==> src/rtl/logic_capture_mem_arb_if.sv <==
// Request/response bundle between the two capture masters, the arbiter
// and the downstream AXI memory bridge.
interface logic_capture_mem_arb_if;
  logic [3:0]  inport0_wr_i;
  logic        inport0_rd_i;
  logic [7:0]  inport0_len_i;
  logic [31:0] inport0_addr_i;
  logic [31:0] inport0_write_data_i;
  logic        inport0_accept_o;
  logic        inport0_ack_o;
  logic        inport0_error_o;
  logic [31:0] inport0_read_data_o;

  logic [3:0]  inport1_wr_i;
  logic        inport1_rd_i;
  logic [7:0]  inport1_len_i;
  logic [31:0] inport1_addr_i;
  logic [31:0] inport1_write_data_i;
  logic        inport1_accept_o;
  logic        inport1_ack_o;
  logic        inport1_error_o;
  logic [31:0] inport1_read_data_o;

  logic [3:0]  outport_wr_o;
  logic        outport_rd_o;
  logic [7:0]  outport_len_o;
  logic [31:0] outport_addr_o;
  logic [31:0] outport_write_data_o;
  logic        outport_accept_i;
  logic        outport_ack_i;
  logic        outport_error_i;
  logic [31:0] outport_read_data_i;

  modport slave (
    input  inport0_wr_i, inport0_rd_i, inport0_len_i,
    input  inport0_addr_i, inport0_write_data_i,
    output inport0_accept_o, inport0_ack_o,
    output inport0_error_o, inport0_read_data_o,
    input  inport1_wr_i, inport1_rd_i, inport1_len_i,
    input  inport1_addr_i, inport1_write_data_i,
    output inport1_accept_o, inport1_ack_o,
    output inport1_error_o, inport1_read_data_o,
    output outport_wr_o, outport_rd_o, outport_len_o,
    output outport_addr_o, outport_write_data_o,
    input  outport_accept_i, outport_ack_i,
    input  outport_error_i, outport_read_data_i
  );

  modport master (
    output inport0_wr_i, inport0_rd_i, inport0_len_i,
    output inport0_addr_i, inport0_write_data_i,
    input  inport0_accept_o, inport0_ack_o,
    input  inport0_error_o, inport0_read_data_o,
    output inport1_wr_i, inport1_rd_i, inport1_len_i,
    output inport1_addr_i, inport1_write_data_i,
    input  inport1_accept_o, inport1_ack_o,
    input  inport1_error_o, inport1_read_data_o,
    input  outport_wr_o, outport_rd_o, outport_len_o,
    input  outport_addr_o, outport_write_data_o,
    output outport_accept_i, outport_ack_i,
    output outport_error_i, outport_read_data_i
  );
endinterface

==> src/rtl/logic_capture_mem_arb.sv <==
// Two-master arbiter with in-order response tracking for the capture bridge.
// LOGIC_CAPTURE_MEM_ARB_RR_EN selects round-robin instead of hog-guarded priority.
module logic_capture_mem_arb #(
  parameter int MAX_HOG      = 4,
  parameter int TRACK_DEPTH  = 16,
  parameter int TRACK_ADDR_W = 4
) (
  input  logic                  clk_i,
  input  logic                  rst_i,
  logic_capture_mem_arb_if.slave bus,
  output logic                  err_unexpected_ack_o
);
  localparam int CNT_W = TRACK_ADDR_W + 1;

  typedef enum logic [1:0] {S_IDLE, S_HOLD, S_BURST} state_t;

  state_t                  r_state;
  logic                    r_grant;
  logic [7:0]              r_remain;
  logic [TRACK_ADDR_W-1:0] r_wptr;
  logic [TRACK_ADDR_W-1:0] r_rptr;
  logic [CNT_W-1:0]        r_count;
  logic [7:0]              r_ack_cnt;
  logic                    r_err;
  logic                    r_trk_port [TRACK_DEPTH];
  logic                    r_trk_rd   [TRACK_DEPTH];
  logic [7:0]              r_trk_len  [TRACK_DEPTH];

  logic        w_req0, w_req1, w_winner, w_grant, w_req_g;
  logic [3:0]  w_wr_g;
  logic        w_rd_g;
  logic [7:0]  w_len_g;
  logic [31:0] w_addr_g, w_data_g;
  logic        w_head, w_empty, w_full, w_ack, w_pop;
  logic        w_gate, w_acc, w_fire, w_push, w_ack0, w_ack1;

  assign w_req0 = (|bus.inport0_wr_i) | bus.inport0_rd_i;
  assign w_req1 = (|bus.inport1_wr_i) | bus.inport1_rd_i;

`ifdef LOGIC_CAPTURE_MEM_ARB_RR_EN
  assign w_winner = (w_req0 && w_req1) ? !r_grant : (!w_req0 && w_req1);
`else
  localparam int HOG_W = $clog2(MAX_HOG + 1);
  logic [HOG_W-1:0] r_hog;
  assign w_winner = w_req1 && !(w_req0 && (r_hog < HOG_W'(MAX_HOG)));
`endif

  // IDLE drives the fresh winner; HOLD/BURST keep the grant frozen
  assign w_grant  = (r_state == S_IDLE) ? w_winner : r_grant;
  assign w_req_g  = w_grant ? w_req1 : w_req0;
  assign w_wr_g   = w_grant ? bus.inport1_wr_i : bus.inport0_wr_i;
  assign w_rd_g   = w_grant ? bus.inport1_rd_i : bus.inport0_rd_i;
  assign w_len_g  = w_grant ? bus.inport1_len_i : bus.inport0_len_i;
  assign w_addr_g = w_grant ? bus.inport1_addr_i : bus.inport0_addr_i;
  assign w_data_g = w_grant ? bus.inport1_write_data_i
                            : bus.inport0_write_data_i;

  assign w_head  = (r_state != S_BURST);
  assign w_empty = (r_count == '0);
  assign w_full  = (r_count == CNT_W'(TRACK_DEPTH));
  assign w_ack   = bus.outport_ack_i && !w_empty;
  assign w_pop   = w_ack && (!r_trk_rd[r_rptr] ||
                   (r_ack_cnt == r_trk_len[r_rptr]));
  assign w_gate  = !w_head || !w_full || w_pop;
  assign w_acc   = bus.outport_accept_i && w_gate && !rst_i;
  assign w_fire  = w_acc && w_req_g;
  assign w_push  = w_fire && w_head;

  assign bus.outport_wr_o         = rst_i ? 4'd0  : w_wr_g;
  assign bus.outport_rd_o         = rst_i ? 1'b0  : w_rd_g;
  assign bus.outport_len_o        = rst_i ? 8'd0  : w_len_g;
  assign bus.outport_addr_o       = rst_i ? 32'd0 : w_addr_g;
  assign bus.outport_write_data_o = rst_i ? 32'd0 : w_data_g;
  assign bus.inport0_accept_o     = w_acc && !w_grant;
  assign bus.inport1_accept_o     = w_acc && w_grant;

  assign w_ack0 = w_ack && !r_trk_port[r_rptr];
  assign w_ack1 = w_ack && r_trk_port[r_rptr];
  assign bus.inport0_ack_o       = w_ack0;
  assign bus.inport1_ack_o       = w_ack1;
  assign bus.inport0_error_o     = w_ack0 && bus.outport_error_i;
  assign bus.inport1_error_o     = w_ack1 && bus.outport_error_i;
  assign bus.inport0_read_data_o = w_ack0 ? bus.outport_read_data_i : 32'd0;
  assign bus.inport1_read_data_o = w_ack1 ? bus.outport_read_data_i : 32'd0;
  assign err_unexpected_ack_o    = r_err;

  always_ff @(posedge clk_i or posedge rst_i) begin
    if (rst_i) begin
      r_state  <= S_IDLE;
      r_grant  <= 1'b0;
      r_remain <= 8'd0;
    end else begin
      case (r_state)
        S_IDLE, S_HOLD: begin
          if (r_state == S_IDLE && w_req_g) r_grant <= w_winner;
          if (w_fire) begin
            if ((|w_wr_g) && w_len_g != 8'd0) begin
              r_state  <= S_BURST;
              r_remain <= w_len_g - 8'd1;
            end else begin
              r_state <= S_IDLE;
            end
          end else if (w_req_g) begin
            r_state <= S_HOLD;
          end
        end
        S_BURST: begin
          if (w_fire) begin
            if (r_remain == 8'd0) r_state <= S_IDLE;
            else r_remain <= r_remain - 8'd1;
          end
        end
        default: r_state <= S_IDLE;
      endcase
    end
  end

  always_ff @(posedge clk_i or posedge rst_i) begin
    if (rst_i) begin
      r_wptr    <= '0;
      r_rptr    <= '0;
      r_count   <= '0;
      r_ack_cnt <= 8'd0;
      r_err     <= 1'b0;
    end else begin
      if (w_push) r_wptr <= r_wptr + 1'b1;
      if (w_pop) r_rptr <= r_rptr + 1'b1;
      if (w_push && !w_pop) r_count <= r_count + 1'b1;
      else if (!w_push && w_pop) r_count <= r_count - 1'b1;
      if (w_pop) r_ack_cnt <= 8'd0;
      else if (w_ack) r_ack_cnt <= r_ack_cnt + 8'd1;
      if (bus.outport_ack_i && w_empty) r_err <= 1'b1;
    end
  end

  always_ff @(posedge clk_i) begin
    if (w_push) begin
      r_trk_port[r_wptr] <= w_grant;
      r_trk_rd[r_wptr]   <= w_rd_g;
      r_trk_len[r_wptr]  <= w_len_g;
    end
  end

`ifndef LOGIC_CAPTURE_MEM_ARB_RR_EN
  always_ff @(posedge clk_i or posedge rst_i) begin
    if (rst_i) begin
      r_hog <= '0;
    end else if (!w_req1 || (w_push && w_grant)) begin
      r_hog <= '0;
    end else if (w_push && r_hog != HOG_W'(MAX_HOG)) begin
      r_hog <= r_hog + 1'b1;
    end
  end
`endif
endmodule
==> src/flat_wrapper.sv <==
// flat-port wrapper written by rule: the top's interface ports become plain ports
module logic_capture_mem_arb_flat 
#(
  parameter int MAX_HOG      = 4,
  parameter int TRACK_DEPTH  = 16,
  parameter int TRACK_ADDR_W = 4
)
  (clk_i, rst_i, err_unexpected_ack_o, bus_inport0_wr_i, bus_inport0_rd_i, bus_inport0_len_i, bus_inport0_addr_i, bus_inport0_write_data_i, bus_inport0_accept_o, bus_inport0_ack_o, bus_inport0_error_o, bus_inport0_read_data_o, bus_inport1_wr_i, bus_inport1_rd_i, bus_inport1_len_i, bus_inport1_addr_i, bus_inport1_write_data_i, bus_inport1_accept_o, bus_inport1_ack_o, bus_inport1_error_o, bus_inport1_read_data_o, bus_outport_wr_o, bus_outport_rd_o, bus_outport_len_o, bus_outport_addr_o, bus_outport_write_data_o, bus_outport_accept_i, bus_outport_ack_i, bus_outport_error_i, bus_outport_read_data_i);
  logic_capture_mem_arb_if bus_i ();
  input  logic clk_i;
  input  logic rst_i;
  output logic err_unexpected_ack_o;
  input wire logic [$bits(bus_i.inport0_wr_i)-1:0] bus_inport0_wr_i;
  input wire logic [$bits(bus_i.inport0_rd_i)-1:0] bus_inport0_rd_i;
  input wire logic [$bits(bus_i.inport0_len_i)-1:0] bus_inport0_len_i;
  input wire logic [$bits(bus_i.inport0_addr_i)-1:0] bus_inport0_addr_i;
  input wire logic [$bits(bus_i.inport0_write_data_i)-1:0] bus_inport0_write_data_i;
  output wire logic [$bits(bus_i.inport0_accept_o)-1:0] bus_inport0_accept_o;
  output wire logic [$bits(bus_i.inport0_ack_o)-1:0] bus_inport0_ack_o;
  output wire logic [$bits(bus_i.inport0_error_o)-1:0] bus_inport0_error_o;
  output wire logic [$bits(bus_i.inport0_read_data_o)-1:0] bus_inport0_read_data_o;
  input wire logic [$bits(bus_i.inport1_wr_i)-1:0] bus_inport1_wr_i;
  input wire logic [$bits(bus_i.inport1_rd_i)-1:0] bus_inport1_rd_i;
  input wire logic [$bits(bus_i.inport1_len_i)-1:0] bus_inport1_len_i;
  input wire logic [$bits(bus_i.inport1_addr_i)-1:0] bus_inport1_addr_i;
  input wire logic [$bits(bus_i.inport1_write_data_i)-1:0] bus_inport1_write_data_i;
  output wire logic [$bits(bus_i.inport1_accept_o)-1:0] bus_inport1_accept_o;
  output wire logic [$bits(bus_i.inport1_ack_o)-1:0] bus_inport1_ack_o;
  output wire logic [$bits(bus_i.inport1_error_o)-1:0] bus_inport1_error_o;
  output wire logic [$bits(bus_i.inport1_read_data_o)-1:0] bus_inport1_read_data_o;
  output wire logic [$bits(bus_i.outport_wr_o)-1:0] bus_outport_wr_o;
  output wire logic [$bits(bus_i.outport_rd_o)-1:0] bus_outport_rd_o;
  output wire logic [$bits(bus_i.outport_len_o)-1:0] bus_outport_len_o;
  output wire logic [$bits(bus_i.outport_addr_o)-1:0] bus_outport_addr_o;
  output wire logic [$bits(bus_i.outport_write_data_o)-1:0] bus_outport_write_data_o;
  input wire logic [$bits(bus_i.outport_accept_i)-1:0] bus_outport_accept_i;
  input wire logic [$bits(bus_i.outport_ack_i)-1:0] bus_outport_ack_i;
  input wire logic [$bits(bus_i.outport_error_i)-1:0] bus_outport_error_i;
  input wire logic [$bits(bus_i.outport_read_data_i)-1:0] bus_outport_read_data_i;
  assign bus_i.inport0_wr_i = bus_inport0_wr_i;
  assign bus_i.inport0_rd_i = bus_inport0_rd_i;
  assign bus_i.inport0_len_i = bus_inport0_len_i;
  assign bus_i.inport0_addr_i = bus_inport0_addr_i;
  assign bus_i.inport0_write_data_i = bus_inport0_write_data_i;
  assign bus_inport0_accept_o = bus_i.inport0_accept_o;
  assign bus_inport0_ack_o = bus_i.inport0_ack_o;
  assign bus_inport0_error_o = bus_i.inport0_error_o;
  assign bus_inport0_read_data_o = bus_i.inport0_read_data_o;
  assign bus_i.inport1_wr_i = bus_inport1_wr_i;
  assign bus_i.inport1_rd_i = bus_inport1_rd_i;
  assign bus_i.inport1_len_i = bus_inport1_len_i;
  assign bus_i.inport1_addr_i = bus_inport1_addr_i;
  assign bus_i.inport1_write_data_i = bus_inport1_write_data_i;
  assign bus_inport1_accept_o = bus_i.inport1_accept_o;
  assign bus_inport1_ack_o = bus_i.inport1_ack_o;
  assign bus_inport1_error_o = bus_i.inport1_error_o;
  assign bus_inport1_read_data_o = bus_i.inport1_read_data_o;
  assign bus_outport_wr_o = bus_i.outport_wr_o;
  assign bus_outport_rd_o = bus_i.outport_rd_o;
  assign bus_outport_len_o = bus_i.outport_len_o;
  assign bus_outport_addr_o = bus_i.outport_addr_o;
  assign bus_outport_write_data_o = bus_i.outport_write_data_o;
  assign bus_i.outport_accept_i = bus_outport_accept_i;
  assign bus_i.outport_ack_i = bus_outport_ack_i;
  assign bus_i.outport_error_i = bus_outport_error_i;
  assign bus_i.outport_read_data_i = bus_outport_read_data_i;
  logic_capture_mem_arb #(.MAX_HOG(MAX_HOG), .TRACK_DEPTH(TRACK_DEPTH), .TRACK_ADDR_W(TRACK_ADDR_W)) u_core (.clk_i(clk_i), .rst_i(rst_i), .bus(bus_i), .err_unexpected_ack_o(err_unexpected_ack_o));
endmodule
==> config.mk <==
export PLATFORM = sky130hd
export DESIGN_NAME = logic_capture_mem_arb_flat
export DESIGN_NICKNAME = d
export VERILOG_FILES = /design/src/rtl/logic_capture_mem_arb_if.sv /design/src/rtl/logic_capture_mem_arb.sv /design/src/flat_wrapper.sv
export SDC_FILE = /design/constraint.sdc
export NUM_CORES = 1
export LEC_CHECK = 0
export BUFFER_PORTS_ARGS = -buffer_cell sky130_fd_sc_hd__buf_2
export CAP_MARGIN = 10
export CORE_ASPECT_RATIO = 2
export CORE_MARGIN = 2
export CORE_UTILIZATION = 51
export CTS_CLUSTER_DIAMETER = 40
export DETAILED_ROUTE_END_ITERATION = 10
export PLACE_DENSITY = 0.8
export SETUP_SLACK_MARGIN = 0.5
export SLEW_MARGIN = 20
export SYNTH_ARGS = -nofsm -noshare
export SYNTH_HDL_FRONTEND = slang
export SYNTH_SLANG_ARGS = --single-unit
export TNS_END_PERCENT = 20
==> constraint.sdc <==
create_clock -name clk_i -period 5.99 [get_ports clk_i]
set_clock_uncertainty 0.2 [all_clocks]
set_input_delay 0.2995 -clock clk_i [delete_from_list [all_inputs] [get_ports clk_i]]
set_output_delay 0.2995 -clock clk_i [all_outputs]
set_load 0.02 [all_outputs]
# Word level (Yosys, flattened, before mapping)
# Memories as Yosys holds them, arrays and structs flattened.
# Index checks and enable logic that the tools add are counted.
classes:
  reduce_logical: 51
  n_bitwise: 2
  n_eq_ne: 12
  muxes: 33
  add_sub_neg: 8
  order_cmp: 1
ops:
  columns: ["operator", "n"]
  rows:
  - ["two-way mux 32 bit", 6]
  - ["two-way mux 8 bit", 8]
  - ["logical AND 1 bit", 21]
  - ["one-hot mux 8 bit (2 select lines)", 1]
  - ["subtractor 8 x 1 -> 8 bit, second input constant", 2]
  - ["OR reduction 4 bit", 3]
  - ["zero test 1 bit", 11]
  - ["two-way mux 2 bit", 5]
  - ["two-way mux 5 bit", 2]
  - ["adder 4 x 1 -> 4 bit, second input constant", 2]
  - ["adder 8 x 1 -> 8 bit, second input constant", 1]
  - ["equality test 8 bit", 1]
  - ["zero test 8 bit", 1]
  - ["two-way mux 4 bit", 2]
  - ["!= test 2 x 1 -> 1 bit, second input constant", 4]
  - ["nonzero test 2 bit", 4]
  - ["nonzero test 8 bit", 1]
  - ["two-way mux 1 bit", 6]
  - ["two-way mux 3 bit", 2]
  - ["adder 5 x 1 -> 5 bit, second input constant", 1]
  - ["equality test 5 bit, second input constant", 1]
  - ["zero test 5 bit", 1]
  - ["AND reduction 5 bit", 1]
  - ["subtractor 5 x 1 -> 5 bit, second input constant", 1]
  - ["other kinds (14)", 19]
word_totals:
  wordCells: 119
  mem_count: 3
  ram_bits: 160
  in_bits: 191
  out_inout_bits: 148
  regBits: 36
mem_list:
  columns: ["name", "depth", "word_bits", "rd", "rd_ports_with_merged_regs", "write_ports", "line", "rtl"]
  rows:
  - ["u_core.r_trk_len", 16, 8, 1, 0, 1, "logic_capture_mem_arb.sv:27", "logic [7:0] r_trk_len [TRACK_DEPTH];"]
  - ["u_core.r_trk_port", 16, 1, 1, 0, 1, "logic_capture_mem_arb.sv:25", "logic r_trk_port [TRACK_DEPTH];"]
  - ["u_core.r_trk_rd", 16, 1, 1, 0, 1, "logic_capture_mem_arb.sv:26", "logic r_trk_rd [TRACK_DEPTH];"]

# Depth between registers and ports, before layout
# Gate-level depths: netlist of the first run.
logic_depth:
  ltp_word: 13
  depth_mapped: 20
  ltp_nobuf: 16

# Least setup slack after synthesis of the first run
# Ideal clock, no wire load.
synth_path:
  path_type: "reg2reg"
  startpoint: "reg u_core.r_rptr[1]"
  endpoint: "reg u_core.r_count[4]"
  path_slack_ns: 1.612
  required_time_ns: 5.665
  synth_period_minus_slack_ns: 4.378
  path_stages_with_launch: 18
  t_arrival_ns: 4.053
  path_cell_list: "dfrtp_1 > buf_2 > mux4_2 > mux4_2 > xnor2_1 > nand4_1 > o41a_1 > or3_1 > inv_2 > buf_6 > ha_1 > inv_1 > ha_1 > a21o_1 > a21oi_1 > xnor2_1 > nor2_1 > xor2_1"
synth_via:
  elab_chain_cells: 12
  elab_cells_between_ends: 17
  classes_between: "1 x eq/ne; 1 x mux; 13 x reduce/logical; 2 x memory"
synth_rtl:
  columns: ["element", "line", "rtl"]
  rows:
  - ["start: declaration", "logic_capture_mem_arb.sv:21", "logic [TRACK_ADDR_W-1:0] r_rptr;"]
  - ["start signal: assignment", "logic_capture_mem_arb.sv:127", "if (w_pop) r_rptr <= r_rptr + 1'b1;"]
  - ["memory read (16 x 8 bit) / memory read (16 x 1 bit) (equally long branches)", null, null]
  - ["equality test 8 bit / zero test 1 bit (equally long branches)", "logic_capture_mem_arb.sv:63, logic_capture_mem_arb.sv:62", null]
  - ["logical OR 1 bit (*)", "logic_capture_mem_arb.sv:62", "assign w_pop = w_ack && (!r_trk_rd[r_rptr] ||"]
  - ["logical AND 1 bit (*)", "logic_capture_mem_arb.sv:62", null]
  - ["logical OR 1 bit (*)", "logic_capture_mem_arb.sv:64", "assign w_gate = !w_head || !w_full || w_pop;"]
  - ["logical AND 1 bit (*) (2 in a row)", "logic_capture_mem_arb.sv:65", "assign w_acc = bus.outport_accept_i && w_gate && !rst_i;"]
  - ["logical AND 1 bit (*)", "logic_capture_mem_arb.sv:66", "assign w_fire = w_acc && w_req_g;"]
  - ["logical AND 1 bit (*)", "logic_capture_mem_arb.sv:67", "assign w_push = w_fire && w_head;"]
  - ["named net u_core.w_push", "logic_capture_mem_arb.sv:35", "logic w_gate, w_acc, w_fire, w_push, w_ack0, w_ack1;"]
  - ["zero test 1 bit", "logic_capture_mem_arb.sv:129", "else if (!w_push && w_pop) r_count <= r_count - 1'b1;"]
  - ["logical AND 1 bit", "logic_capture_mem_arb.sv:129", null]
  - ["nonzero test 2 bit (no source line)", null, null]
  - ["end signal: assignment", "logic_capture_mem_arb.sv:128", "if (w_push && !w_pop) r_count <= r_count + 1'b1;"]
  - ["end signal: assignment", "logic_capture_mem_arb.sv:129", null]
  - ["end: declaration", "logic_capture_mem_arb.sv:22", "logic [CNT_W-1:0] r_count;"]
# Mark *: on every way through the listed nets, which the timed path passes. The rest lies on a longest branch.
# A chain may end at the register's enable or synchronous reset.

# Worst setup path after layout of the first run
layout_path:
  startpoint: "reg u_core.r_rptr[2]"
  endpoint: "reg u_core.r_count[4]"
layout_via:
  elab_chain_cells: 12
  elab_cells_between_ends: 17
  classes_between: "1 x eq/ne; 1 x mux; 13 x reduce/logical; 2 x memory"
layout_rtl:
  columns: ["element", "line"]
  rows:
  - ["memory read (16 x 8 bit) / memory read (16 x 1 bit) (equally long branches)", null]
  - ["equality test 8 bit / zero test 1 bit (equally long branches)", "logic_capture_mem_arb.sv:63, logic_capture_mem_arb.sv:62"]
  - ["logical OR 1 bit (*)", "logic_capture_mem_arb.sv:62"]
  - ["logical AND 1 bit (*)", "logic_capture_mem_arb.sv:62"]
  - ["logical OR 1 bit", "logic_capture_mem_arb.sv:64"]
  - ["logical AND 1 bit (2 in a row)", "logic_capture_mem_arb.sv:65"]
  - ["logical AND 1 bit", "logic_capture_mem_arb.sv:66"]
  - ["logical AND 1 bit", "logic_capture_mem_arb.sv:67"]
  - ["zero test 1 bit", "logic_capture_mem_arb.sv:129"]
  - ["logical AND 1 bit", "logic_capture_mem_arb.sv:129"]
  - ["nonzero test 2 bit (no source line)", null]
# Mark *: on every way between the ends. The rest lies on a longest branch, timed or not.

==> run metrics, run 1 <==
hold depth 6; total power consumption of the routed design between 0.006 and 0.007 W; post-route cell area 12900 sq um; Syn Area/Cell 11.3 sq um; clk sinks about 200; number of library cell types mapped by synthesis a little over 60; max capacitance violation total 0; category of the critical setup timing path reg2reg; count of nets left with antenna violations after detail routing 0; top_reg_cell synth sky130_fd_sc_hd__edfxtp_1; cell count after synthesis 913; pin slew with the least headroom to its limit 0.826 ns; required time worst endpoint about 6 ns; critical-path maximum fanout 37; vias per inst between 5 and 6; number of remaining DRC errors 0; CP endpoint kind flip-flop; hold worst-path end u_core.r_grant$_DFFE_PP0P_; worst r2r src u_core.r_rptr[2]$_DFFE_PP0N_; y dimension of the die ~210 um; Synth warnings 0; leakage power total 5.62 nW; CTS tree done; placed inst area 12200 sq um; Cell Count, Final, Fillers Out approximately 1.5k; remaining global-route overflow 0; power density over the cells approximately 480 nW/um^2; placed insts roughly 1.5k; share of synthesized registers carrying an async set or reset between 10% and 20%; headroom to the max-slew limit 44.9%; worst hold start bus_inport0_rd_i; latest clock arrival within the worst-skew pair approximately 0.43 ns; total clock buffers created by CTS 17; final critical-path required period between 5 and 6 ns; initial core utilization between 50% and 60%; endpoints failing hold 0; number of nets produced by synthesis around 1.1k; total routed wirelength around 32000 um; fillers approximately 1.5k; period utilisation layout approximately 86%; end of the worst register-to-register path u_core.r_count[4]$_DFFE_PP0P_; peak clock frequency supported by timing just under 200 MHz; wire length of the first global-routing pass approximately 48000 um; buffers from clock root to sink, at most 2; Hold Path Class in2reg; count of pins on the block boundary about 340; core region area ~20000 sq um; growth of design area from synthesis to finish 24.4%; detailed placement HPWL between 20000 and 25000 um; worst IR drop on VDD 642 uV; summed negative setup slack over all endpoints 0 ns; average detailed-routed wire length per instance 21.2 um; biggest area contributors in the synthesized netlist sky130_fd_sc_hd__edfxtp_1, sky130_fd_sc_hd__dfrtp_1, sky130_fd_sc_hd__mux4_2, sky130_fd_sc_hd__nand2_1, sky130_fd_sc_hd__a21oi_1; max-slew violation total from the final report 0; antenna violations before repair 1; clock-pin slew on the worst setup and hold paths approximately 0.070 ns; Final setup viols 0; status completed; cell types with the highest counts after synthesis sky130_fd_sc_hd__nand2_1, sky130_fd_sc_hd__edfxtp_1, sky130_fd_sc_hd__a21oi_1, sky130_fd_sc_hd__and3_1, sky130_fd_sc_hd__clkbuf_1; post-synthesis sequential element count a little under 200; total number of vias 8909; top cell type by total area after synthesis sky130_fd_sc_hd__edfxtp_1; fraction of the yosys area taken by sequential cells a little under three fifths; Worst Reg-to-Reg Cells 17; dominant cell by count in the synthesized netlist sky130_fd_sc_hd__nand2_1; global-route usage over all layers roughly 30%; RSZ-0062 raised after global routing false; Die Outline Area between 20000 and 25000 sq um; Critical Path Start Type flip-flop; total iterations of the first detailed-routing run 5; fraction of synthesized cell area taken by the top area cell type a little under half; die width approximately 100 um; Crit path arrival time about 5.3 ns; number of flops mapped to enable cells by yosys 160; number of global-route vias before repair 8862; final net count about 1.4k; 1st-iter DRT viols ~690; port bufs between 300 and 400; Routability Congestion 0.930; master cell of the clock root buffer sky130_fd_sc_hd__clkbuf_16; setup slack on the worst flop-to-flop path 0.82 ns; maximum level of the CTS H-tree 4; synthesized area 10300 sq um; largest net degree at the start of global routing 80; ratio of cells with drive above 1 in the final layout between 30% and 40%; Core Rows 73
-- worst max-delay path by stage --
stage                            startpoint  cells after the start  slack (ns)                            end
3_3_place_gp   u_core.r_rptr[0]$_DFFE_PP0N_                     16        0.86  u_core.r_count[4]$_DFFE_PP0P_
2_1_floorplan  u_core.r_rptr[1]$_DFFE_PP0N_                     17        1.61  u_core.r_count[4]$_DFFE_PP0P_
3_5_place_dp   u_core.r_rptr[2]$_DFFE_PP0N_                     17        0.67  u_core.r_count[4]$_DFFE_PP0P_
4_1_cts        u_core.r_rptr[2]$_DFFE_PP0N_                     17        0.62  u_core.r_count[4]$_DFFE_PP0P_
6_report       u_core.r_rptr[2]$_DFFE_PP0N_                     17        0.82  u_core.r_count[4]$_DFFE_PP0P_
5_1_grt        u_core.r_rptr[2]$_DFFE_PP0N_                     17        0.69  u_core.r_count[4]$_DFFE_PP0P_
-- metrics by stage --
stage | utilization (%) | worst slack, ns | hold slack, ns
6_report | 64.6 | 0.821 | 0.207
5_1_grt | 64.6 | 0.693 | 0.238
4_1_cts | 64.5 | 0.615 | 0.204
3_5_place_dp | 61.5 | 0.666 | 0.262
3_3_place_gp | 61.5 | 0.856 | 0.250
2_1_floorplan | - | 1.61 | 0.216
-- critical path, cell delays in order (launching register included) --
cell,delay (ns)
sky130_fd_sc_hd__dfrtp_4,0.79
sky130_fd_sc_hd__buf_4,0.32
sky130_fd_sc_hd__nor2b_1,0.07
sky130_fd_sc_hd__a2111oi_0,0.47
sky130_fd_sc_hd__o41ai_1,0.18
sky130_fd_sc_hd__xnor2_1,0.22
sky130_fd_sc_hd__nand4_1,0.21
sky130_fd_sc_hd__o41a_1,0.45
sky130_fd_sc_hd__or3_1,0.41
sky130_fd_sc_hd__inv_2,0.23
sky130_fd_sc_hd__ha_1,0.30
sky130_fd_sc_hd__inv_1,0.11
sky130_fd_sc_hd__ha_1,0.35
sky130_fd_sc_hd__a21o_1,0.17
sky130_fd_sc_hd__a21oi_1,0.18
sky130_fd_sc_hd__xnor2_1,0.14
sky130_fd_sc_hd__nor2_1,0.06
sky130_fd_sc_hd__xor2_1,0.14
-- routing by layer --
metal  up-vias  routed length (um)  GRT usage, %
met5         -                   0             0
met4         0                2630          24.0
met3       120                2390          4.94
met2       616               16700          54.1
met1      4182               10200          29.2
li1       3991                   -             -
-- final cells by class --
cell class	instances	area, sq um	share of cell area [%]
inverters	21	78.8	0.613
repair buffers	360	1860	14.5
multi-input cells	636	4290	33.3
diodes	1	2.50	0.0195
flip-flops and latches	196	5710	44.4
clock inverters	9	130	1.01
well taps	262	328	2.55
clock buffers	23	458	3.56
-- registers in the layout, indices dropped and copies added, names as in the netlist --
name	count
u_core.err_unexpected_ack_o	1
u_core.r_rptr	4
u_core.r_grant	1
u_core.r_trk_len	128
u_core.r_wptr	4
u_core.r_trk_port	16
u_core.r_state	2
u_core.r_remain	8
u_core.r_hog	3
u_core.r_count	5
u_core.r_ack_cnt	8
u_core.r_trk_rd	16
-- cells by family after synthesis --
group / synth area share, %
xor+xnor: 1.78
fa+ha+maj: 1.77
compound gates: 9.66
mux: 10.7
buf+inv: 3.44
simple gates: 17.4
flops: 55.2
-- where the power goes --
| group | leakage, nW | internal (W) | switching (W) |
|---|---|---|---|
| clock network | 0.275 | 0.000668 | 0.000472 |
| logic | 3.46 | 0.00111 | 0.00181 |
| registers | 1.88 | 0.00178 | 0.000283 |
| total | 5.62 | 0.00356 | 0.00257 |
-- placed cells by master, fill, tap and decap left out, drive strengths merged, types with 6 or more instances in the layout --
cell / netlist / final
nor2b: 14 / 14
nor2: 33 / 33
buf: 17 / 358
nand2b: 8 / 8
o21ai: 23 / 23
nor4: 7 / 7
edfxtp: 160 / 160
mux4: 34 / 34
dfrtp: 36 / 36
nor3: 14 / 14
xor2: 6 / 6
a21oi: 80 / 80
ha: 13 / 13
inv: 21 / 22
a22oi: 8 / 8
clkbuf: 43 / 23
xnor2: 15 / 15
and2: 43 / 43
and3: 47 / 47
nand2: 173 / 173
mux2: 11 / 11
nand4: 6 / 6
nand3: 15 / 15
mux2i: 22 / 22
-- repair_timing --
item	4_1_cts	5_1_grt
endpoints found under the hold margin	37	0
hold buffers	2	0
setup endpoints to repair	0	1
buffers inserted	0	0
gates resized for setup	0	2
No activity file was read; power rests on OpenSTA's default activity.
==> run 2, diff against run 1 <==
--- a/config.mk
+++ b/config.mk
@@ -12,7 +12,7 @@
 export CORE_UTILIZATION = 51
 export CTS_CLUSTER_DIAMETER = 40
 export DETAILED_ROUTE_END_ITERATION = 10
-export PLACE_DENSITY = 0.8
+export PLACE_DENSITY = 0.79
 export SETUP_SLACK_MARGIN = 0.5
 export SLEW_MARGIN = 20
 export SYNTH_ARGS = -nofsm -noshare
==> constraint.sdc (replaced) <==
create_clock -name clk_i -period 5.4 [get_ports clk_i]
set_clock_uncertainty 0.2 [all_clocks]
set_input_delay 0.27 -clock clk_i [delete_from_list [all_inputs] [get_ports clk_i]]
set_output_delay 0.27 -clock clk_i [all_outputs]
set_load 0.02 [all_outputs]
==> run 2 against run 1 <==
  * Sequential share of layout area fell by 0.33 points
  * Worst hold slack lost 0.11 ns
  * Clock power up 12%
  * Setup slack lost 0.11 ns
  * Clock-buffer cell count decreased by 6
  * Total power is 12% higher
  * Sequential cell count stayed put
  * Cell count grew 0.53%
  * Global-route usage up 1.7 points
  * Fmax grew 10%
  * Routed wire length grew 6.5%
==> run metrics, run 2 (synthesis results as in run 1) <==
total routed wirelength 34100 um; CP endpoint kind flip-flop; RSZ-0062 raised after global routing false; total clock buffers created by CTS 17; vias per inst roughly 5.9; setup slack after placement about 0.62 ns; clk sinks just under 200; total iterations of the first detailed-routing run 5; library cell contributing the largest single delay on the critical path sky130_fd_sc_hd__dfrtp_4; latest clock arrival within the worst-skew pair ~0.44 ns; die width 105 um; final critical-path required period between 4 and 5 ns; remaining global-route overflow 0; top register by number of flip-flops u_core.r_trk_len; wire length of the first global-routing pass 49300 um; buffers plus inverters on the worst setup path 3; Max stage delay on crit path around 0.56 ns; flip-flop count of the largest register after layout between 100 and 150; leakage power total between 5 and 6 nW; required time worst endpoint about 5.5 ns; ratio of cells with drive above 1 in the final layout between 30% and 40%; count of nets left with antenna violations after detail routing 0; antenna violations before repair 2; Worst Reg-to-Reg Cells 17; fillers between 1.5k and 2k; largest net degree at the start of global routing 76; CTS tree done; Die Outline Area 21500 sq um; Routability Congestion between 0.9 and 1; Critical Path Start u_core.r_rptr[0]$_DFFE_PP0N_; y dimension of the die ~210 um; Crit path arrival time a little under 5 ns; category of the critical setup timing path reg2reg; highest-count cells in the layout ignoring fill and taps sky130_fd_sc_hd__buf_2, sky130_fd_sc_hd__nand2_1, sky130_fd_sc_hd__edfxtp_1; Final setup viols 0; summed negative setup slack over all endpoints 0 ns; worst r2r src u_core.r_rptr[0]$_DFFE_PP0N_; max-slew violation total from the final report 0; status completed; smallest setup slack after layout roughly 0.72 ns; number of cells on the critical path 17; Core Rows 73; area used by sequential logic in the layout about 5700 sq um; hold slack final about 0.1 ns; detailed placement HPWL around 26000 um; endpoints failing hold 0; buffers from clock root to sink, at most 2; Largest regs u_core.r_trk_len x128, u_core.r_trk_port x16, u_core.r_trk_rd x16; placed insts roughly 1.5k; headroom to the max-slew limit between 40 and 50%; 1st-iter DRT viols 769; Worst path top cell family by delay compound AO/OA/AOI/OAI gates; clock-pin slew on the worst setup and hold paths ~0.070 ns; fin util between 60% and 70%; master cell of the clock root buffer sky130_fd_sc_hd__clkbuf_16; pin slew with the least headroom to its limit 0.773 ns; worst IR drop on VDD just over 500 uV; area taken by multi-input logic gates around 4300 sq um; peak clock frequency supported by timing between 200 and 250 MHz; Critical Path End u_core.r_count[4]$_DFFE_PP0P_; Critical Path Start Type flip-flop; power density over the cells between 500 and 600 nW/um^2; critical-path maximum fanout 14; growth of design area from synthesis to finish 25.3%; total number of vias 9009; number of global-route vias before repair 8685; cell-by-cell listing of the critical path buf_4, mux4_2, mux2i_1, mux2i_1, xnor2_1, nand4_1, o41a_1, or3_1, inv_2, ha_1, inv_1, ha_1, a21o_1, a21oi_1, xnor2_1, nor2_1, xor2_1; Hold Path Class in2reg; count of pins on the block boundary about 340; initial core utilization 51.9%; end of the worst register-to-register path u_core.r_count[4]$_DFFE_PP0P_; setup slack on the worst flop-to-flop path 0.72 ns; maximum level of the CTS H-tree 4; global-route usage over all layers 31.4%; core region area around 20000 sq um; number of remaining DRC errors 0; worst hold start bus_inport0_rd_i; commonest non-fill, non-tap cell in the layout sky130_fd_sc_hd__buf_2; final net count between 1k and 1.5k; port bufs 338; Cell Count, Final, Fillers Out 1516; average detailed-routed wire length per instance between 20 and 25 um; period utilisation layout 86.7%; max capacitance violation total 0
## run 2: through the flow
stage                     total power (W)  instance area [sq um]
after floorplan                   0.00450                  10300
after global placement            0.00548                  12300
after detailed placement          0.00556                  12300
after CTS                         0.00682                  12900
after global routing              0.00722                  13000
final                             0.00689                  13000
## run 2: cell type report
| cell class | instances | share of cell area, % |
|---|---|---|
| flip-flops and latches | 196 | 44.1 |
| multi-input cells | 636 | 33.1 |
| repair buffers | 367 | 15.0 |
| clock buffers | 17 | 3.28 |
| well taps | 262 | 2.53 |
| clock inverters | 15 | 1.31 |
| inverters | 21 | 0.608 |
| diodes | 2 | 0.0386 |
## run 2: where the power goes
group / total [W] / leakage (nW) / internal, W / switching (W)
registers: 0.00221 / 1.88 / 0.00198 / 0.000239
clock network: 0.00128 / 0.281 / 0.000695 / 0.000584
logic: 0.00339 / 3.51 / 0.00128 / 0.00212
## run 2: layer usage
metal / global-route usage (%) / vias to the layer above / share of wire (%) / wire, um
met3: 5.19 / 111 / 8.5 / 2880
met5: 0 / - / 0 / 0
met1: 30.8 / 4268 / 32 / 10800
met4: 21.3 / 0 / 7.1 / 2440
met2: 59.3 / 615 / 53 / 18000
li1: - / 4015 / - / -
## run 2: worst min path at each step
stage / to / cells past startpoint / slack, ns
floorplan: u_core.err_unexpected_ack_o$_DFFE_PP0P_ / 1 / 0.19
global placement: u_core.err_unexpected_ack_o$_DFFE_PP0P_ / 1 / 0.24
detailed placement: u_core.err_unexpected_ack_o$_DFFE_PP0P_ / 1 / 0.24
CTS: u_core.r_grant$_DFFE_PP0P_ / 6 / 0.09
global route: u_core.r_grant$_DFFE_PP0P_ / 6 / 0.14
finish: u_core.r_grant$_DFFE_PP0P_ / 6 / 0.1
## run 2: worst min-delay path, cell delays in order
cell,delay [ns]
sky130_fd_sc_hd__buf_2,0.08
sky130_fd_sc_hd__inv_1,0.06
sky130_fd_sc_hd__nand2_1,0.10
sky130_fd_sc_hd__nand2_1,0.06
sky130_fd_sc_hd__nand2_1,0.06
sky130_fd_sc_hd__o21ai_0,0.06
## run 2: repair_timing
action | in CTS | in global routing
buffers inserted | 0 | 2
hold buffers | 2 | 0
hold endpoints to repair | 37 | 0
resized for setup | 0 | 3
setup endpoints to repair | 0 | 2
==> run 3, diff against run 2 <==
--- a/config.mk
+++ b/config.mk
@@ -7,12 +7,14 @@
 export LEC_CHECK = 0
 export BUFFER_PORTS_ARGS = -buffer_cell sky130_fd_sc_hd__buf_2
 export CAP_MARGIN = 10
+export CELL_PAD_IN_SITES_DETAIL_PLACEMENT = 1
+export CELL_PAD_IN_SITES_GLOBAL_PLACEMENT = 2
 export CORE_ASPECT_RATIO = 2
-export CORE_MARGIN = 2
-export CORE_UTILIZATION = 51
+export CORE_MARGIN = 4
+export CORE_UTILIZATION = 32
 export CTS_CLUSTER_DIAMETER = 40
 export DETAILED_ROUTE_END_ITERATION = 10
-export PLACE_DENSITY = 0.79
+export PLACE_DENSITY = 0.8
 export SETUP_SLACK_MARGIN = 0.5
 export SLEW_MARGIN = 20
 export SYNTH_ARGS = -nofsm -noshare
==> run 3 against run 2 <==
  * Total power grew 0.98%
  * Routed wire length rose by 12%
  * Global-route usage shrank 10 points
  * Sequential power about the same
  * Worst hold slack better by 0.0056 ns
  * Critical path depth unchanged
  * Register-to-register slack improved by 0.04 ns
  * Die area up 65%
  * First-iteration DRC count down 36%
  * Setup slack better by 0.045 ns
==> run metrics, run 3 (synthesis results as in run 1) <==
endpoints failing hold 0; RSZ-0062 raised after global routing false; library cell contributing the largest single delay on the critical path sky130_fd_sc_hd__dfrtp_4; leakage power total 5.76 nW; flip-flop count of the largest register after layout 128; area taken by multi-input logic gates around 4300 sq um; wire length of the first global-routing pass ~56000 um; number of global-route vias before repair a little over 9k; combinational cell fraction of total power 50.1%; latest clock arrival within the worst-skew pair ~0.44 ns; commonest non-fill, non-tap cell in the layout sky130_fd_sc_hd__buf_2; max capacitance violation total 0; Largest regs u_core.r_trk_len x128, u_core.r_trk_port x16, u_core.r_trk_rd x16; largest net degree at the start of global routing 76; worst hold start bus_inport0_rd_i; highest-count cells in the layout ignoring fill and taps sky130_fd_sc_hd__buf_2, sky130_fd_sc_hd__nand2_1, sky130_fd_sc_hd__edfxtp_1; worst r2r src u_core.r_rptr[0]$_DFFE_PP0N_; core region area ~32000 sq um; area used by sequential logic in the layout 5720 sq um; initial core utilization approximately 33%; buffers from clock root to sink, at most 2; count of nets left with antenna violations after detail routing 0; Switch Pwr slightly below 0.003 W; 1st-iter DRT viols between 400 and 500; fraction of power consumed by sequential logic 31.7%; end of the worst register-to-register path u_core.r_count[4]$_DFFE_PP0P_; critical-path maximum fanout 14; global-route usage over all layers a little over a fifth; length of routed met3 wiring approximately 3300 um; Top Layer Used met4; Hold Path Class in2reg; internal power approximately 0.0040 W; port bufs 338; detailed placement HPWL around 30000 um; master cell of the clock root buffer sky130_fd_sc_hd__clkbuf_16; y dimension of the die 262 um; growth of design area from synthesis to finish 28.6%; Routability Congestion 0.853; total clock buffers created by CTS 17; Worst Reg-to-Reg Cells 17; antenna violations before repair 3; clk sinks about 200; period utilisation layout between 80% and 90%; top register by number of flip-flops u_core.r_trk_len; hold worst-path end u_core.r_state[0]$_DFFE_PP0P_; CP endpoint kind flip-flop; fillers roughly 3.6k; Die Outline Area ~35000 sq um; Max stage delay on crit path just over 0.5 ns; cell-by-cell listing of the critical path buf_4, inv_1, a2111oi_1, o41ai_2, xnor2_1, nand4_1, o41a_1, or3_1, inv_2, ha_1, inv_1, ha_1, a21o_1, a21oi_1, xnor2_1, nor2_1, xor2_1; vias per inst between 5 and 6; power density over the cells 523 nW/um^2; total number of vias around 8.8k; setup slack on the worst flop-to-flop path 0.76 ns; ratio of cells with drive above 1 in the final layout a little under two fifths; maximum level of the CTS H-tree 4; die width between 100 and 150 um; status completed; final net count about 1.5k; remaining global-route overflow 0; CTS tree done; Core Rows a little over 90; required time worst endpoint approximately 5.5 ns; worst IR drop on VDD roughly 400 uV; headroom to the max-slew limit a little over two fifths; peak clock frequency supported by timing roughly 220 MHz; count of pins on the block boundary about 340; pin slew with the least headroom to its limit approximately 0.85 ns; max-slew violation total from the final report 0; met2 WL approximately 20000 um; portion of total power attributed to the clock network between 10% and 20%; hold depth 5; category of the critical setup timing path reg2reg; total iterations of the first detailed-routing run 4; summed negative setup slack over all endpoints 0 ns; total power consumption of the routed design between 0.006 and 0.007 W; Critical Path Start Type flip-flop; average detailed-routed wire length per instance roughly 22 um; hold slack final 0.104 ns; smallest setup slack after layout about 0.76 ns; routed metal-1 wirelength about 13000 um; Final setup viols 0; final critical-path required period 4.64 ns; total routed wirelength 38100 um; setup slack after placement roughly 0.43 ns; Crit path arrival time approximately 4.8 ns; sw frac 42.1%; number of remaining DRC errors 0; clock-pin slew on the worst setup and hold paths 0.07 ns
-- run 3: cell count changes in the layout (fill, tap and decap cells not counted), sizes merged, moves of 2 or more --
cell / previous run / this run
buf: 365 / 382
clkinvlp: 4 / 2
clkbuf: 17 / 19
clkinv: 3 / 7
inv: 27 / 21
-- run 3: area by class of cell --
cell class | count | area share [%]
diodes | 1 | 0.0188
clock buffers | 19 | 3.26
clock inverters | 12 | 1.19
inverters | 21 | 0.593
multi-input cells | 636 | 32.3
flip-flops and latches | 196 | 43.0
well taps | 423 | 3.98
repair buffers | 384 | 15.6
-- run 3: routing by layer --
layer  vias up  track usage (%)
li1       4035                -
met1      4221             21.7
met2       455             40.7
met3        57             4.98
met4         0             9.11
met5         -                0
-- run 3: power groups by stage --
stage / Sequential [W] / Clock, W / Combinational [W]
2_1_floorplan: 0.00210 / 0 / 0.00240
3_3_place_gp: 0.00225 / 0 / 0.00337
3_5_place_dp: 0.00226 / 0 / 0.00343
4_1_cts: 0.00223 / 0.00130 / 0.00344
5_1_grt: 0.00223 / 0.00135 / 0.00383
6_report: 0.00220 / 0.00127 / 0.00349
-- run 3: worst max-delay path by stage --
stage,endpoint,slack (ns),start
finish,u_core.r_count[4]$_DFFE_PP0P_,0.76,u_core.r_rptr[0]$_DFFE_PP0N_
global route,u_core.r_count[4]$_DFFE_PP0P_,0.45,u_core.r_rptr[0]$_DFFE_PP0N_
CTS,u_core.r_count[4]$_DFFE_PP0P_,0.52,u_core.r_rptr[0]$_DFFE_PP0N_
detailed placement,u_core.r_count[4]$_DFFE_PP0P_,0.43,u_core.r_rptr[0]$_DFFE_PP0N_
global placement,u_core.r_count[4]$_DFFE_PP0P_,0.48,u_core.r_rptr[0]$_DFFE_PP0N_
floorplan,u_core.r_count[4]$_DFFE_PP0P_,1.02,u_core.r_rptr[1]$_DFFE_PP0N_
-- run 3: critical path, delay by kind of cell (launching register included) --
kind	cells	cell delay, ns
compound gates	5	1.40
simple gates	3	0.67
buf+inv	4	0.64
fa+ha+maj	2	0.58
xor+xnor	3	0.53
flops	1	0.51
-- run 3: timing repair --
action / in CTS / in global routing
setup endpoints to repair: 2 / 40
hold endpoints to repair: 37 / 0
buffers inserted: 0 / 7
gates resized for setup: 1 / 6
hold buffers: 2 / 0
-- run 3: stage by stage --
step,instances,area [sq um],util [%]
5_1_grt,1692,13300,42.0
6_report,1692,13300,42.0
4_1_cts,1684,13200,41.7
3_3_place_gp,1651,12600,39.8
3_5_place_dp,1651,12600,39.8
2_1_floorplan,913,10300,-
